**src/rtl/pipe_bp_pkg.sv**
```systemverilog
// pipe_bp_pkg: shared definitions for the pipelined MIPS branch-prediction unit.
//   - control-transfer kind encodings carried on up_kind
//   - a parameter-legality function checked at elaboration by the top
//   - saturating counter helpers (increment, decrement, initial value)
// Counter helpers work on int so they serve any CTR_W; callers cast back.
package pipe_bp_pkg;

  localparam logic [1:0] BK_BR   = 2'd0;  // conditional branch
  localparam logic [1:0] BK_JMP  = 2'd1;  // unconditional jump
  localparam logic [1:0] BK_RET  = 2'd2;  // jr $31
  localparam logic [1:0] BK_CALL = 2'd3;  // jal / jalr

  function automatic bit params_ok(input int addr_w, input int entries,
                                   input int tag_w, input int ctr_w,
                                   input int ras_depth);
    int idx_w;
    idx_w = $clog2(entries);
    return (entries >= 2) && ((1 << idx_w) == entries) &&
           (tag_w >= 1) && (2 + idx_w + tag_w <= addr_w) &&
           (ctr_w >= 1) && (ctr_w <= 30) && (ras_depth >= 1);
  endfunction

  function automatic int ctr_max(input int w);
    return (1 << w) - 1;
  endfunction

  function automatic int ctr_inc(input int c, input int w);
    return (c >= ctr_max(w)) ? c : c + 1;
  endfunction

  function automatic int ctr_dec(input int c);
    return (c <= 0) ? 0 : c - 1;
  endfunction

  // Fresh BR entries start weakly taken; other kinds are always taken.
  function automatic int ctr_init(input logic [1:0] kind, input int w);
    return (kind == BK_BR) ? (1 << (w - 1)) : ctr_max(w);
  endfunction

endpackage

```
**src/rtl/pipe_ras.sv**
```systemverilog
// pipe_ras: circular return-address stack.
// Ports:
//   clk, rst      clock, synchronous active-high reset (empties the stack)
//   clear         empty the stack this edge (pointer and count to 0)
//   push          write push_data as new top; when full the oldest slot is
//                 overwritten and count stays RAS_DEPTH
//   pop           drop the top entry; ignored when empty
//   push_data     address to push
//   top           current top (meaningful only when count != 0)
//   count         occupancy, 0..RAS_DEPTH
// push and pop are never asserted together by the owner.
module pipe_ras #(
  parameter int ADDR_W    = 32,
  parameter int RAS_DEPTH = 4,
  parameter int CNT_W     = $clog2(RAS_DEPTH + 1)
) (
  input  logic              clk,
  input  logic              rst,
  input  logic              clear,
  input  logic              push,
  input  logic              pop,
  input  logic [ADDR_W-1:0] push_data,
  output logic [ADDR_W-1:0] top,
  output logic [CNT_W-1:0]  count
);

  localparam int PTR_W = (RAS_DEPTH > 1) ? $clog2(RAS_DEPTH) : 1;

  logic [ADDR_W-1:0] stack_q [RAS_DEPTH];
  logic [PTR_W-1:0]  sp_q;     // next slot to write; top lives one below
  logic [CNT_W-1:0]  count_q;

  function automatic logic [PTR_W-1:0] wrap_inc(input logic [PTR_W-1:0] p);
    return (p == PTR_W'(RAS_DEPTH - 1)) ? '0 : p + 1'b1;
  endfunction

  function automatic logic [PTR_W-1:0] wrap_dec(input logic [PTR_W-1:0] p);
    return (p == '0) ? PTR_W'(RAS_DEPTH - 1) : p - 1'b1;
  endfunction

  always_ff @(posedge clk) begin
    if (rst || clear) begin
      sp_q    <= '0;
      count_q <= '0;
    end else if (push) begin
      stack_q[sp_q] <= push_data;
      sp_q          <= wrap_inc(sp_q);
      if (count_q != CNT_W'(RAS_DEPTH)) count_q <= count_q + 1'b1;
    end else if (pop && (count_q != '0)) begin
      sp_q    <= wrap_dec(sp_q);
      count_q <= count_q - 1'b1;
    end
  end

  assign top   = stack_q[wrap_dec(sp_q)];
  assign count = count_q;

endmodule

```
**src/rtl/pipe_bpu_btb.sv**
```systemverilog
// pipe_bpu_btb: direct-mapped BTB with per-entry saturating counters and a
// return-address stack, for the pipelined MIPS integer unit.
// Ports:
//   clk, rst     clock, synchronous active-high reset
//   lk_pc        IF-stage PC; lk_hit/lk_taken/lk_target are purely
//                combinational from lk_pc and current state
//   up_*         resolved control transfer from ID. Handshake: up_valid is a
//                one-cycle strobe with no ready; each high cycle carries
//                exactly one resolved instruction and is consumed at that
//                edge. up_kind: 0 BR, 1 JMP, 2 RET, 3 CALL.
//   flush        invalidate all entries and empty the RAS; wins over up_valid
//   ras_count    current RAS occupancy
// Index = pc[2 +: IDX_W], tag = pc[2+IDX_W +: TAG_W].
module pipe_bpu_btb
  import pipe_bp_pkg::*;
#(
  parameter int ADDR_W    = 32,
  parameter int ENTRIES   = 16,
  parameter int TAG_W     = 8,
  parameter int CTR_W     = 2,
  parameter int RAS_DEPTH = 4
) (
  input  logic                             clk,
  input  logic                             rst,
  input  logic [ADDR_W-1:0]                lk_pc,
  output logic                             lk_hit,
  output logic                             lk_taken,
  output logic [ADDR_W-1:0]                lk_target,
  input  logic                             up_valid,
  input  logic [ADDR_W-1:0]                up_pc,
  input  logic [1:0]                       up_kind,
  input  logic                             up_taken,
  input  logic [ADDR_W-1:0]                up_target,
  input  logic                             flush,
  output logic [$clog2(RAS_DEPTH+1)-1:0]   ras_count
);

  localparam int IDX_W = $clog2(ENTRIES);
  localparam int CNT_W = $clog2(RAS_DEPTH + 1);

  if (!params_ok(ADDR_W, ENTRIES, TAG_W, CTR_W, RAS_DEPTH)) begin : g_bad_params
    $error("pipe_bpu_btb: illegal parameter combination");
  end

  // Storage is a flop array so flush clears every valid bit in one edge.
  logic              valid_q  [ENTRIES];
  logic [TAG_W-1:0]  tag_q    [ENTRIES];
  logic [ADDR_W-1:0] target_q [ENTRIES];
  logic [1:0]        kind_q   [ENTRIES];
  logic [CTR_W-1:0]  ctr_q    [ENTRIES];

  logic [IDX_W-1:0]  lk_idx, up_idx;
  logic [TAG_W-1:0]  lk_tag, up_tag;
  logic              up_hit;
  logic              up_alloc;
  logic              ras_push, ras_pop;
  logic [ADDR_W-1:0] ras_top;
  logic [CNT_W-1:0]  ras_cnt;

  assign lk_idx = lk_pc[2 +: IDX_W];
  assign lk_tag = lk_pc[2 + IDX_W +: TAG_W];
  assign up_idx = up_pc[2 +: IDX_W];
  assign up_tag = up_pc[2 + IDX_W +: TAG_W];

  // ---------------- lookup (no flops on this path) ----------------
  always_comb begin
    lk_hit    = valid_q[lk_idx] && (tag_q[lk_idx] == lk_tag);
    lk_taken  = lk_hit && ((kind_q[lk_idx] != BK_BR) || ctr_q[lk_idx][CTR_W-1]);
    lk_target = lk_pc + ADDR_W'(4);
    if (lk_taken) begin
      if ((kind_q[lk_idx] == BK_RET) && (ras_cnt != '0)) lk_target = ras_top;
      else                                               lk_target = target_q[lk_idx];
    end
  end

  // ---------------- update ----------------
  assign up_hit   = valid_q[up_idx] && (tag_q[up_idx] == up_tag);
  // A not-taken BR that misses never earns an entry.
  assign up_alloc = !((up_kind == BK_BR) && !up_taken);

  always_ff @(posedge clk) begin
    if (rst) begin
      for (int i = 0; i < ENTRIES; i++) begin
        valid_q[i] <= 1'b0;
        ctr_q[i]   <= '0;
      end
    end else if (flush) begin
      for (int i = 0; i < ENTRIES; i++) valid_q[i] <= 1'b0;
    end else if (up_valid) begin
      if (up_hit) begin
        if (up_kind == BK_BR) begin
          ctr_q[up_idx] <= up_taken ? CTR_W'(ctr_inc(int'(ctr_q[up_idx]), CTR_W))
                                    : CTR_W'(ctr_dec(int'(ctr_q[up_idx])));
          if (up_taken) target_q[up_idx] <= up_target;
        end else begin
          kind_q[up_idx]   <= up_kind;
          target_q[up_idx] <= up_target;
          ctr_q[up_idx]    <= CTR_W'(ctr_max(CTR_W));
        end
      end else if (up_alloc) begin
        valid_q[up_idx]  <= 1'b1;
        tag_q[up_idx]    <= up_tag;
        target_q[up_idx] <= up_target;
        kind_q[up_idx]   <= up_kind;
        ctr_q[up_idx]    <= CTR_W'(ctr_init(up_kind, CTR_W));
      end
    end
  end

  // ---------------- return-address stack ----------------
  // Non-speculative: only resolved CALL/RET move it, and flush drops the update.
  assign ras_push = up_valid && !flush && (up_kind == BK_CALL);
  assign ras_pop  = up_valid && !flush && (up_kind == BK_RET);

  pipe_ras #(
    .ADDR_W    (ADDR_W),
    .RAS_DEPTH (RAS_DEPTH),
    .CNT_W     (CNT_W)
  ) u_ras (
    .clk       (clk),
    .rst       (rst),
    .clear     (flush),
    .push      (ras_push),
    .pop       (ras_pop),
    .push_data (up_pc + ADDR_W'(4)),
    .top       (ras_top),
    .count     (ras_cnt)
  );

  assign ras_count = ras_cnt;

endmodule

```
**config.mk**
```make
export PLATFORM = sky130hd
export DESIGN_NAME = pipe_bpu_btb
export DESIGN_NICKNAME = d
export VERILOG_FILES = /design/src/rtl/pipe_bp_pkg.sv /design/src/rtl/pipe_ras.sv /design/src/rtl/pipe_bpu_btb.sv
export SDC_FILE = /design/constraint.sdc
export NUM_CORES = 1
export LEC_CHECK = 0
export CAP_MARGIN = 30
export CORE_UTILIZATION = 45
export CTS_BUF_LIST = sky130_fd_sc_hd__clkbuf_8
export DETAILED_ROUTE_END_ITERATION = 8
export DONT_BUFFER_PORTS = 1
export GPL_TIMING_DRIVEN = 1
export HOLD_SLACK_MARGIN = 0.12
export PLACE_DENSITY = 0.7
export SLEW_MARGIN = 20
export SYNTH_ARGS = -nofsm -noshare
export SYNTH_HDL_FRONTEND = slang
export SYNTH_SLANG_ARGS = --single-unit
export TNS_END_PERCENT = 20
```
**constraint.sdc**
```tcl
create_clock -name clk -period 6.3 [get_ports clk]
set_input_delay 1.575 -clock clk [delete_from_list [all_inputs] [get_ports clk]]
set_output_delay 1.575 -clock clk [all_outputs]
set_load 0.02 [all_outputs]
```
* Word level (Yosys, flattened, before mapping)
Memory sizes are Yosys's and may differ from the RTL's. Cells that the tools add are included.
Storage, ports and cells: flip-flop bits (word level) 5, memories 6, RAM bits 848, output and inout port bits 37, bits of input ports 103, logic and storage cells 141
Operators by class: $add $sub $neg 8, reduce and logical (&&, ||, !) cells 21, order comparisons 2, equality and inequality tests 8, muxes and demuxes 73, bitwise gates (word level) 21
Memories:
- target_q | words 16, bits a word 32, read ports 1, clocked after Yosys merged registers in 0, wr ports 1, RTL line pipe_bpu_btb.sv:48 | logic [ADDR_W-1:0] target_q [ENTRIES];
- tag_q | words 16, bits a word 8, read ports 2, clocked after Yosys merged registers in 0, wr ports 1, RTL line pipe_bpu_btb.sv:47 | logic [TAG_W-1:0] tag_q [ENTRIES];
- u_ras.stack_q | words 4, bits a word 32, read ports 1, clocked after Yosys merged registers in 0, wr ports 1, RTL line pipe_ras.sv:29 | logic [ADDR_W-1:0] stack_q [RAS_DEPTH];
- ctr_q | words 16, bits a word 2, read ports 2, clocked after Yosys merged registers in 0, wr ports 16, RTL line pipe_bpu_btb.sv:50 | logic [CTR_W-1:0] ctr_q [ENTRIES];
- kind_q | words 16, bits a word 2, read ports 1, clocked after Yosys merged registers in 0, wr ports 1, RTL line pipe_bpu_btb.sv:49 | logic [1:0] kind_q [ENTRIES];
- valid_q | words 16, bits a word 1, read ports 2, clocked after Yosys merged registers in 0, wr ports 16, RTL line pipe_bpu_btb.sv:46 | logic valid_q [ENTRIES];
Operator list (number):
- $mux 32 | 4
- $add 32x3->32 const B | 2
- $mux 1 | 53
- $mux 2 | 11
- $or 1x1->1 | 21
- $eq 8x8->1 | 2
- $logic_and 1x1->1 | 9
- $mux 3 | 3
- $eq 2x2->1 const B | 4
- $mux 4 | 2
- $add 2x1->2 const B | 2
- $logic_not 2->1 | 2
- $reduce_bool 2->1 | 2
- $sub 2x1->2 const B | 2
- $add 3x1->3 const B | 1
- $ne 3x3->1 const B | 1
- $reduce_bool 3->1 | 1
- $sub 3x1->3 const B | 1
- $ge 2x2->1 const B | 1
- $le 2x1->1 const B | 1
- $logic_not 1->1 | 2
- $logic_or 1x1->1 | 2
- $ne 2x1->1 const B | 1
- $reduce_and 2->1 | 1
- 2 further kinds | 2

* Logic depth before layout (Yosys ltp)
An unclocked memory read counts as a cell.
depth after elaboration 12, gate-level depth with buffers 14, depth with buffers taken out 10

* Modules after synthesis
A second synthesis with hierarchy kept.
Unflattened totals: cells, all modules 1887, area, all modules 36398.7 um^2
By module, submodules not included:
- pipe_bpu_btb | area each 31214.9 um^2, cells an instance 1633, sequential area each 21460.6 um^2, instances 1
- pipe_ras | area each 5183.7 um^2, cells an instance 254, sequential area each 3943.8 um^2, instances 1

* Worst setup path after synthesis
No wires, ideal clock.
kind input-to-output, start point in lk_pc[2], end point out lk_target[11], required time 4725 ps, path buffers 5, stages on the path 9, slack 482 ps, data arrival time 4243 ps, cell sequence buf_2 buf_4 buf_6 clkbuf_1 buf_1 mux4_2 mux4_2 mux2i_1 mux2i_1
On the way: cells in the longest elaborated chain, start to end 5, elaborated cells on any way between the ends 15, classes of those cells add/sub (1); eq/ne (2); mux (2); reduce/logical (5); memory (5)
Ends and longest elaborated chain:
- start, declared | RTL line pipe_bpu_btb.sv:25 | input logic [ADDR_W-1:0] lk_pc,
- $mem_v2 16x8 or $mem_v2 16x2 (tied branches)
- $eq 8x8->1, or another cell as far along | RTL line pipe_bpu_btb.sv:67 | lk_hit = valid_q[lk_idx] && (tag_q[lk_idx] == lk_tag);
- $logic_and 1x1->1, or another cell as far along | RTL line pipe_bpu_btb.sv:67
- $logic_and 1x1->1 or $mux 32 (tied branches) | RTL line pipe_bpu_btb.sv:68, pipe_bpu_btb.sv:71
- $mux 32 (*) | RTL line pipe_bpu_btb.sv:70 | if (lk_taken) begin
- end, declared | RTL line pipe_bpu_btb.sv:28 | output logic [ADDR_W-1:0] lk_target,
Every way passes the cells marked *; elsewhere a longest branch is shown, timed or not.

* Final worst setup path
start point in lk_pc[3], end point out lk_target[8]
The elaborated chain is that of the path after synthesis.

==> summary.txt <==
Clocking
  • Sink Count: about 850
  • Clock-pin transition on the worst setup and hold timing paths: 0.06 ns
  • # H-tree levels: 4
  • CTS buffer count: 139
  • CTS max path bufs: 3
  • Post-CTS Setup Inserts: 0
  • Hold Buf Count CTS: 0
  • CTS resizes: 0
  • CTS tree: done
  • Root buf cell: clkbuf_8
  • Skew-Pair Late Insertion Delay: between 0.7 and 0.8 ns

Global routing
  • Global-route wire length before repair: ~130,000 um
  • Tot GR Track Use: between 20% and 30%
  • Total grt overflow: 0
  • Vias in the first global route: approximately 19k
  • Pin count of the biggest net entering global routing: around 180
  • Initial antenna violation count: 0

Worst setup path
  • CP bufs+invs: 3
  • Most common cell on crit path: buf_12
  • Slowest CP cell: mux4_2
  • Worst Setup Start Kind: input port
  • Worst Path Max Fanout: about 170
  • WP data arrival: around 4.3 ns
  • R2R setup slack: about 2.4 ns
  • CP max stage delay: 0.52 ns
  • Crit. Startpoint: lk_pc[3]
  • Reg2reg start: tag_q[5][3]
  • WP data required: 4.72 ns
  • Largest delay share family, worst path: multiplexers
  • Critical-path cell list: mux4_2, nor2b_1, a211oi_1, a21oi_1, xnor2_1, nand3_1, nor3_4, buf_12, buf_12, mux2i_1, buf_4
  • CP endpoint kind: output port
  • Crit Path Class: in2out

Logic synthesis
  • Synth Area per Inst: 20.1 um^2
  • Most used flip-flop cell after synthesis: edfxtp_1
  • Syn nets: roughly 1.9k
  • Sequential area share after synthesis: between 70% and 80%
  • Synthesized flop and latch total: 853
  • Synthesized area: roughly 36,000 um^2
  • Asr flop ratio synth: 0%
  • Synth Warn #: 0
  • Synth Instances: about 1.8k
  • Post-synth cell types: 58
  • Post-synth EDFFs: around 830

Drt
  • Final ANT Viol Nets: 0
  • 1st-pass router iterations: 7
  • WL final: approximately 87,000 um
  • Initial drt markers: ~1.7k
  • Post-DR wirelength/cell: around 28 um
  • DR vias/cell: ~6.0
  • Total vias in the final route: ~18k
  • Drc violations: 0

Placement
  • Post-Place Cells: approximately 2.8k
  • DPL Wire Length: around 52,000 um
  • Port Buf Inserts: 0
  • Placer Congestion: 0.833

Worst hold path
  • Hold path startpoint: valid_q[2]
  • Hold crit path type: reg2reg

Layout
  • Ant. Diodes: 0
  • Nets: around 2k
  • Layout cells sized above 1: ~28%
  • Fin util: 50.8%
  • Final std cells w/o fill: a little over 3k
  • P&R area growth vs syn: 11.7%
  • Multi-input gate area: 10,300 um^2
  • Sequential standard cell area: 25,400 um^2
  • Fillers: 6,300

Floorplan
  • Chip width: 285 um
  • Initial core utilization: between 40% and 50%
  • CORE AREA: between 70,000 and 80,000 um^2
  • Die height: approximately 280 um
  • Die area: slightly above 80,000 um^2
  • FP Rows: roughly 100
  • I/O pin count: 140

Timing
  • Worst Tran Pin Value: 0.969 ns
  • Slew Limit Headroom: between 30% and 40%
  • Period utilization: 93.5%
  • Hold Vio Cnt, Final: 0
  • Final Max Slew Viols: 0
  • Setup Viol. Count Final: 0
  • TNS Setup: 0 ns
  • Tmin final: approximately 5.9 ns
  • RSZ-0062 raised after global routing: no
  • Clk_skew: 0.0230 ns
  • Max Clk Rate: between 0.15 and 0.2 GHz

Flow run
  • Max_cap viols: 0

Pwr
  • Worst IR drop on VDD: approximately 0.13 mV
  • Leak Pwr: 12.5 nW
  • Overall power: 11.2 mW
  • Pwr dens: 278 nW/um^2

Run status
  • Status: finished clean
synth_stat cells, types with 4 or more instances:
| cell type | instances | area [um^2] |
|---|---|---|
| a22oi_1 | 4 | 30.0 |
| xor2_1 | 28 | 245 |
| nor2_1 | 78 | 293 |
| clkbuf_1 | 49 | 184 |
| o21bai_1 | 16 | 120 |
| nand3_1 | 22 | 110 |
| dfxtp_1 | 21 | 420 |
| o21ai_0 | 22 | 110 |
| buf_2 | 19 | 95.1 |
| ha_1 | 9 | 113 |
| o211ai_1 | 5 | 37.5 |
| buf_4 | 7 | 52.6 |
| a21oi_1 | 16 | 80.1 |
| mux2_2 | 9 | 101 |
| xnor2_1 | 51 | 447 |
| buf_6 | 7 | 78.8 |
| buf_1 | 22 | 82.6 |
| and2_1 | 12 | 75.1 |
| a211oi_1 | 7 | 52.6 |
| nor3_1 | 38 | 190 |
| nand4_1 | 11 | 68.8 |
| nand2_1 | 66 | 248 |
| mux4_2 | 281 | 6330 |
| inv_1 | 5 | 18.8 |
| nor2b_1 | 7 | 43.8 |
| and3_1 | 11 | 68.8 |
| edfxtp_1 | 832 | 25000 |
| nor3_2 | 5 | 50.1 |
| and4_1 | 4 | 35.0 |
| mux2i_1 | 95 | 951 |
final timing paths:
check | to | cells past startpoint
setup / recovery | lk_target[8] | 11
hold / removal | valid_q[2] | 2
setup reg to reg | tag_q[14][4] | 8
hold reg to reg | valid_q[2] | 2
through the flow:
step / hold WS (ns) / instance area (um^2) / worst slack (ns)
after floorplan: 0.436 / 36000 / 0.482
after global placement: 0.449 / 37500 / 0.134
after detailed placement: 0.468 / 37600 / 0.0530
after CTS: 0.482 / 40100 / 0.0461
after global routing: 0.508 / 40200 / 0.363
final: 0.480 / 40200 / 0.408
report_power, final:
group	leakage, nW	switching [mW]	total, mW	internal (mW)
clock	1.48	2.16	4.43	2.27
sequential	7.70	0.0127	6.28	6.27
combinational	3.31	0.230	0.491	0.261
total	12.5	2.40	11.2	8.80
sequential cells by signal (all words and copies together) (netlist names):
name / cells
u_ras.sp_q: 2
valid_q: 16
u_ras.stack_q: 128
target_q: 512
kind_q: 32
u_ras.count: 3
ctr_q: 32
tag_q: 128
routing by layer:
metal,up-vias,global-route usage (%),wire length (um)
met1,9778,27.9,33400
met4,0,6.76,1890
met3,128,5.29,6810
met2,833,36.3,44800
li1,7692,-,-
met5,-,0,0
placed cells by master (no fill, tap or decap), drive strengths merged, types with 3 or more instances in the layout:
cell type  netlist  final
nor2b            7      7
nor3            43     43
xor2            28     28
ha               9      9
nor2            78     78
mux2             9      9
a21oi           16     16
or2              3      3
buf             55     78
clkinvlp         0      5
nand2           66     66
nand4           11     11
dfxtp           21     21
and3            11     11
o21bai          16     16
inv              6     65
clkinv           1     38
mux2i           95     95
and2            14     14
nand3           22     22
o211ai           5      5
edfxtp         832    832
o31ai            3      3
mux4           281    281
and4             4      4
xnor2           51     51
clkbuf          50    145
bufinv           0      3
o21ai           22     22
or3              3      3
a22oi            4      4
a211oi           7      7
kinds of logic after synthesis:
| group | Yosys count | synth area share, % |
|---|---|---|
| buf+inv | 112 | 1.45 |
| compound gates | 88 | 1.66 |
| simple gates | 270 | 3.61 |
| fa+ha+maj | 10 | 0.368 |
| xor+xnor | 79 | 1.92 |
| mux | 385 | 20.5 |
| flops | 853 | 70.5 |
cell type report:
class                      instances  share of cell area, %
clock inverter                   104                   1.36
tap                             1050                   3.27
inverter                           7                 0.0653
clock buffer                     145                   4.96
multi-input combinational        832                   25.5
timing repair buffer              78                   1.69
sequential                       853                   63.1
worst min-delay path, stage by stage, from the launching register on:
cell,delay (ns)
dfxtp_1,0.34
nand2_1,0.05
o21ai_0,0.06
No activity file was read; power rests on OpenSTA's default activity.
